`src/rtl/stopwatch_pkg.sv`:
```
// Shared definitions for the stopwatch core.
// State encoding and BCD limits.
package stopwatch_pkg;

  typedef enum logic [1:0] {
    ST_IDLE  = 2'd0,
    ST_RUN   = 2'd1,
    ST_PAUSE = 2'd2,
    ST_DONE  = 2'd3
  } sw_state_t;

  localparam logic [3:0]  BCD_MAX = 4'd9;
  localparam logic [15:0] BCD_SAT = 16'h9999;

endpackage

```
`src/rtl/bcd_digit_cnt.sv`:
```
// One decimal digit of the stopwatch.
// Carry is combinational so the chain ripples in one cycle.
module bcd_digit_cnt
  import stopwatch_pkg::*;
(
  input  logic       i_clk,
  input  logic       i_rst_n,
  input  logic       i_clr,
  input  logic       i_inc,
  output logic [3:0] o_digit,
  output logic       o_carry
);

  assign o_carry = i_inc & (o_digit == BCD_MAX);

  // Digit register; 9 and any illegal code roll to 0.
  always_ff @(posedge i_clk or negedge i_rst_n) begin
    if (!i_rst_n) begin
      o_digit <= 4'd0;
    end else if (i_clr) begin
      o_digit <= 4'd0;
    end else if (i_inc) begin
      if (o_digit >= BCD_MAX) o_digit <= 4'd0;
      else                    o_digit <= o_digit + 4'd1;
    end
  end

endmodule

```
`src/rtl/stopwatch_bcd_core.sv`:
```
// Stopwatch timebase: tick edge detect, prescaler,
// run/pause FSM and a saturating SS.hh BCD register.
module stopwatch_bcd_core
  import stopwatch_pkg::*;
#(
  parameter int MS_PER_COUNT = 10
) (
  input  logic        i_clk,
  input  logic        i_rst_n,
  input  logic        i_tick_clk,
  input  logic        i_start_stop,
  input  logic        i_clear,
  output logic [15:0] o_bcd,
  output logic        o_running,
  output logic        o_overflow
);

  localparam logic [3:0] PS_LAST = 4'(MS_PER_COUNT - 1);

  sw_state_t  state, state_nxt;
  logic [3:0] presc, presc_nxt;
  logic       tick_d;
  logic       ms_edge;
  logic       clr_all;
  logic       inc;
  logic [3:0] carry;

  assign ms_edge = i_tick_clk & ~tick_d;

  // Next state, prescaler and increment; clear beats start/stop beats count.
  always_comb begin
    state_nxt = state;
    presc_nxt = presc;
    clr_all   = 1'b0;
    inc       = 1'b0;
    if (i_clear) begin
      state_nxt = ST_IDLE;
      presc_nxt = 4'd0;
      clr_all   = 1'b1;
    end else if (i_start_stop) begin
      unique case (state)
        ST_IDLE:  state_nxt = ST_RUN;
        ST_RUN:   state_nxt = ST_PAUSE;
        ST_PAUSE: state_nxt = ST_RUN;
        default:  state_nxt = state;
      endcase
    end else if (state == ST_RUN && ms_edge) begin
      if (presc == PS_LAST) begin
        presc_nxt = 4'd0;
        if (o_bcd == BCD_SAT) state_nxt = ST_DONE;
        else                  inc = 1'b1;
      end else begin
        presc_nxt = presc + 4'd1;
      end
    end
  end

  // State, prescaler, tick history and registered status flags.
  always_ff @(posedge i_clk or negedge i_rst_n) begin
    if (!i_rst_n) begin
      state      <= ST_IDLE;
      presc      <= 4'd0;
      tick_d     <= 1'b0;
      o_running  <= 1'b0;
      o_overflow <= 1'b0;
    end else begin
      state      <= state_nxt;
      presc      <= presc_nxt;
      tick_d     <= i_tick_clk;
      o_running  <= (state_nxt == ST_RUN);
      o_overflow <= (state_nxt == ST_DONE);
    end
  end

  bcd_digit_cnt u_d0 (
    .i_clk   (i_clk),
    .i_rst_n (i_rst_n),
    .i_clr   (clr_all),
    .i_inc   (inc),
    .o_digit (o_bcd[3:0]),
    .o_carry (carry[0])
  );

  bcd_digit_cnt u_d1 (
    .i_clk   (i_clk),
    .i_rst_n (i_rst_n),
    .i_clr   (clr_all),
    .i_inc   (carry[0]),
    .o_digit (o_bcd[7:4]),
    .o_carry (carry[1])
  );

  bcd_digit_cnt u_d2 (
    .i_clk   (i_clk),
    .i_rst_n (i_rst_n),
    .i_clr   (clr_all),
    .i_inc   (carry[1]),
    .o_digit (o_bcd[11:8]),
    .o_carry (carry[2])
  );

  bcd_digit_cnt u_d3 (
    .i_clk   (i_clk),
    .i_rst_n (i_rst_n),
    .i_clr   (clr_all),
    .i_inc   (carry[2]),
    .o_digit (o_bcd[15:12]),
    .o_carry (carry[3])
  );

endmodule

```
`config.mk`:
```
export PLATFORM = sky130hd
export DESIGN_NAME = stopwatch_bcd_core
export DESIGN_NICKNAME = d
export VERILOG_FILES = /design/src/rtl/stopwatch_pkg.sv /design/src/rtl/bcd_digit_cnt.sv /design/src/rtl/stopwatch_bcd_core.sv
export SDC_FILE = /design/constraint.sdc
export NUM_CORES = 1
export LEC_CHECK = 0
export ABC_AREA = 1
export BUFFER_PORTS_ARGS = -buffer_cell sky130_fd_sc_hd__buf_4
export CAP_MARGIN = 20
export CELL_PAD_IN_SITES_DETAIL_PLACEMENT = 0
export CELL_PAD_IN_SITES_GLOBAL_PLACEMENT = 1
export CORE_MARGIN = 2
export CORE_UTILIZATION = 37
export DETAILED_ROUTE_END_ITERATION = 10
export GPL_ROUTABILITY_DRIVEN = 0
export PLACE_DENSITY_LB_ADDON = 0.1
export SLEW_MARGIN = 20
export SYNTH_ARGS = -nofsm -noshare
export SYNTH_HDL_FRONTEND = slang
export SYNTH_SLANG_ARGS = --single-unit
```
`constraint.sdc`:
```
create_clock -name i_clk -period 1.64 [get_ports i_clk]
set_clock_uncertainty 0.1 [all_clocks]
set_input_delay 0.164 -clock i_clk [delete_from_list [all_inputs] [get_ports i_clk]]
set_output_delay 0.164 -clock i_clk [all_outputs]
set_load 0.005 [all_outputs]
```
==> impl_metrics.prom <==
# TYPE chip_impl_metric gauge
chip_impl_metric{name="layout_worst_path_cycle_share",unit="%"} 101
chip_impl_metric{name="cts-htree-levels",unit=""} 1
chip_impl_metric{name="grt_pass1_wl",unit="mm"} 6.13
chip_impl_metric{name="core_area",unit="mm^2"} 0.00409
chip_impl_metric{name="post_synth_edffs",unit=""} 0
chip_impl_metric{name="max_slew_headroom",unit="%"} 78.0
chip_impl_metric{name="final-instance-count-excl-fill",unit=""} 315
chip_impl_metric{name="detailroute.via_count",unit=""} 1530
chip_impl_info{name="outcome",value="complete, but fails checks"} 1
chip_impl_info{name="largest_family_of_logic_cells_by_synthesized_area",value="simple AND/OR/NAND/NOR gates"} 1
chip_impl_metric{name="drive_above_1_share",unit="%"} 37.4
chip_impl_info{name="synth_largest_area_cell",value="dfrtp_1"} 1
chip_impl_metric{name="ctsLongestPathBuffers",unit=""} 2
chip_impl_info{name="path_class",value="reg2reg"} 1
chip_impl_metric{name="final_count_of_negative_setup_slack_endpoints",unit=""} 3
chip_impl_metric{name="yosys.area_share.adder",unit="%"} 10.9
chip_impl_info{name="netlist_top_cells_area",value="dfrtp_1 (39%), ha_1 (11%), nand2_1 (10%)"} 1
chip_impl_metric{name="drtAntennaViolNets",unit=""} 0
chip_impl_metric{name="synth.mux.area_fraction",unit="%"} 0
chip_impl_metric{name="top_level_ports",unit=""} 23
chip_impl_metric{name="floorplan.die.height",unit="um"} 69.9
chip_impl_metric{name="clkSlewWorstSetupHoldPaths",unit="ns"} 0.09
chip_impl_info{name="grt_setup_unrepaired",value="true"} 1
chip_impl_metric{name="numPlacedInstances",unit=""} 305
chip_impl_info{name="end_kind",value="flip-flop"} 1
chip_impl_metric{name="r2r_slack",unit="ns"} -0.02
chip_impl_metric{name="layout.core_utilization",unit="%"} 56.2
chip_impl_info{name="tritoncts_clock_tree",value="done"} 1
chip_impl_info{name="worstHoldEndpoint",value="state[0]"} 1
chip_impl_metric{name="cap_viol_max_count",unit=""} 0
chip_impl_metric{name="cts_inserted_buffers",unit=""} 3
chip_impl_info{name="dominantRegCellSynth",value="dfrtp_1"} 1
chip_impl_metric{name="post_drt_via_cell_ratio",unit=""} 4.86
chip_impl_metric{name="start_util",unit="%"} 39.3
chip_impl_metric{name="first_global_vias",unit=""} 1415
chip_impl_metric{name="slew_viol_final",unit=""} 0
chip_impl_metric{name="yosys.area_share.xor_xnor",unit="%"} 4.90
chip_impl_metric{name="synth_top_cell_area_share",unit="%"} 38.9
chip_impl_metric{name="place.port_buffers",unit=""} 22
chip_impl_metric{name="grt_antenna_before_repair",unit=""} 0
chip_impl_metric{name="synth_area_per_cell",unit="um^2"} 7.80
chip_impl_metric{name="globalRouteOverflowTotal",unit=""} 0
chip_impl_info{name="hold_start",value="i_clear"} 1
chip_impl_metric{name="static-leakage-power",unit="nW"} 1.13
chip_impl_metric{name="drt_wl_total",unit="mm"} 3.93
chip_impl_metric{name="synthesized_flop_and_latch_total",unit=""} 25
chip_impl_metric{name="worstSkewPairLatency",unit="ns"} 0.26
chip_impl_metric{name="finalNetCount",unit=""} 285
chip_impl_metric{name="fill_cells",unit=""} 395
chip_impl_metric{name="ys_warn_count",unit=""} 0
chip_impl_metric{name="maxClockFrequency",unit="MHz"} 603
chip_impl_metric{name="vdd_ir_drop_max",unit="mV"} 0.351
chip_impl_metric{name="antenna_cells_inserted",unit=""} 0
chip_impl_metric{name="synth_async_sr_flop_share",unit="%"} 100
chip_impl_info{name="ctsRootBufferMaster",value="clkbuf_8"} 1
chip_impl_metric{name="r2r.worst_path.cells",unit=""} 10
chip_impl_metric{name="groute.usage.overall",unit="%"} 15.3
chip_impl_metric{name="pin_count_of_the_biggest_net_entering_global_routing",unit=""} 26
chip_impl_metric{name="synth-simple-area-share",unit="%"} 33.4
chip_impl_metric{name="iteration_count_of_the_initial_detailed_routing_pass",unit=""} 4
chip_impl_info{name="synth_top_cells_by_count",value="nand2_1 (44), nand3_1 (28), dfrtp_1 (25), inv_1 (25), nor2_1 (25)"} 1
chip_impl_metric{name="worstPathRequired",unit="ns"} 1.73
chip_impl_metric{name="worst_slack",unit="ns"} -0.0178
chip_impl_info{name="min_path_type",value="in2reg"} 1
chip_impl_metric{name="dpl.hpwl",unit="mm"} 2.81
chip_impl_metric{name="remaining_drc_errors",unit=""} 0
chip_impl_metric{name="initialDrtViolationCount",unit=""} 91
chip_impl_metric{name="synth_cell_types",unit=""} 25
chip_impl_metric{name="cts_num_sinks",unit=""} 25
chip_impl_info{name="violations_in_the_final_reports",value="setup timing"} 1
chip_impl_metric{name="wl_per_cell",unit="um"} 12.5
chip_impl_info{name="dominant_cell_by_count_in_the_synthesized_netlist",value="nand2_1"} 1
chip_impl_metric{name="floorplan.die_area",unit="mm^2"} 0.00489
chip_impl_metric{name="final-hold-violation-count",unit=""} 0
chip_impl_metric{name="syn_inst",unit=""} 206
chip_impl_metric{name="worst_pin_slew",unit="ns"} 0.330
chip_impl_info{name="rr_startpoint",value="u_d0.o_digit[1]"} 1
chip_impl_metric{name="synth_fp_nets",unit=""} 225
chip_impl_metric{name="timing.hold.ws",unit="ns"} 0.0669
chip_impl_metric{name="powerDensity",unit="mW/mm^2"} 634
chip_impl_info{name="regToRegEndpoint",value="u_d0.o_digit[0]"} 1
chip_impl_info{name="critPathLaunchType",value="flip-flop"} 1
chip_impl_metric{name="synth_compound_area_share",unit="%"} 4.82
chip_impl_metric{name="area_growth_syn_to_layout",unit="%"} 43.0
chip_impl_metric{name="period_minus_slack",unit="ns"} 1.66
chip_impl_metric{name="critical_path.max_fanout",unit=""} 8
chip_impl_metric{name="worst_hold_path.num_cells",unit=""} 2
chip_impl_metric{name="cp_arrival",unit="ns"} 1.75
chip_impl_metric{name="synth.yosys.seq_area_share",unit="%"} 38.9
chip_impl_metric{name="num_rows",unit=""} 23
chip_impl_metric{name="die_w",unit="um"} 69.9
chip_impl_metric{name="synth_area",unit="mm^2"} 0.00161
## critical path, stage by stage (launching register included)
cell	delay, ns
dfrtp_1	0.40
inv_2	0.08
ha_4	0.14
nand2_2	0.07
nor2_4	0.13
nand3_2	0.12
nor2_4	0.15
nor2_4	0.07
nor2_8	0.17
nand2_1	0.07
o21ai_1	0.08
## area by class of cell
class	count	area [um^2]	area share [%]
tap	50	62.6	2.72
inverter	26	97.6	4.25
clock buffer	4	45.0	1.96
sequential	25	626	27.2
multi-input combinational	152	1020	44.2
timing repair buffer	58	452	19.7
## layer usage
metal | track usage (%) | vias to the layer above | part of all wire, %
li1 | - | 777 | -
met3 | 2.16 | 4 | 3.1
met4 | 4.49 | 0 | 0.87
met5 | 0 | - | 0
met1 | 20.2 | 728 | 46
met2 | 25.9 | 21 | 50
## flip-flops by register name, indices dropped and copies added (netlist names)
name / flops
presc: 4
u_d0.o_digit: 4
u_d1.o_digit: 4
u_d2.o_digit: 4
u_d3.o_digit: 4
state: 2
o_overflow: 1
o_running: 1
tick_d: 1
## where the power goes
group	total (mW)	switching (mW)	internal, mW
combinational	0.403	0.203	0.200
sequential	0.687	0.0337	0.653
clock	0.366	0.192	0.174
total	1.46	0.429	1.03
## cell families after synthesis
group,Yosys count
AND/OR/NAND/NOR,114
AO/OA/AOI/OAI,15
flip-flops,25
XOR/XNOR,9
adder cells (fa/ha/maj),14
buffers and inverters,29
## how the worst max path moves through the flow
stage                    start              end  slack (ns)  cells past startpoint
6_report       u_d0.o_digit[1]  u_d0.o_digit[0]       -0.02                     10
5_1_grt        u_d0.o_digit[1]  u_d0.o_digit[2]        -0.1                     10
4_1_cts        u_d2.o_digit[1]  u_d0.o_digit[0]      -0.008                     11
3_5_place_dp   u_d0.o_digit[1]  u_d3.o_digit[3]       -0.08                      9
3_3_place_gp   u_d0.o_digit[1]  u_d3.o_digit[1]       -0.05                      9
2_1_floorplan  u_d0.o_digit[1]  u_d0.o_digit[2]        0.06                     10
## placed cells by master (no fill, tap or decap), drive strengths merged
| cell | netlist | routed |
|---|---|---|
| buf | 2 | 56 |
| nand2 | 45 | 45 |
| nor2 | 31 | 31 |
| nand3 | 29 | 29 |
| inv | 26 | 26 |
| dfrtp | 25 | 25 |
| ha | 14 | 14 |
| o21ai | 9 | 9 |
| nand4 | 6 | 6 |
| xnor2 | 5 | 5 |
| xor2 | 4 | 4 |
| a21oi | 4 | 4 |
| clkbuf | 1 | 4 |
| nor3 | 2 | 2 |
| dlygate4sd3 | 0 | 2 |
| a31oi | 1 | 1 |
| nand3b | 1 | 1 |
| o22ai | 1 | 1 |
## per-stage QoR
stage | total power, mW | setup slack [ns] | cell area (um^2) | setup TNS (ns)
final | 1.46 | -0.0178 | 2300 | -0.0381
after global routing | 1.55 | -0.0959 | 2300 | -0.460
after CTS | 1.42 | -0.00816 | 2130 | -0.0142
after detailed placement | 1.04 | -0.0828 | 2040 | -0.393
after global placement | 1.03 | -0.0469 | 2040 | -0.173
after floorplan | 0.857 | 0.0569 | 1610 | 0
## what timing repair did
action,4_1_cts,5_1_grt
resized for setup,6,39
hold buffers,2,0
endpoints found under the setup margin,10,19
pin swaps,2,14
hold endpoints to repair,26,0
buffers inserted,0,4
No activity file was read; power rests on OpenSTA's default activity.
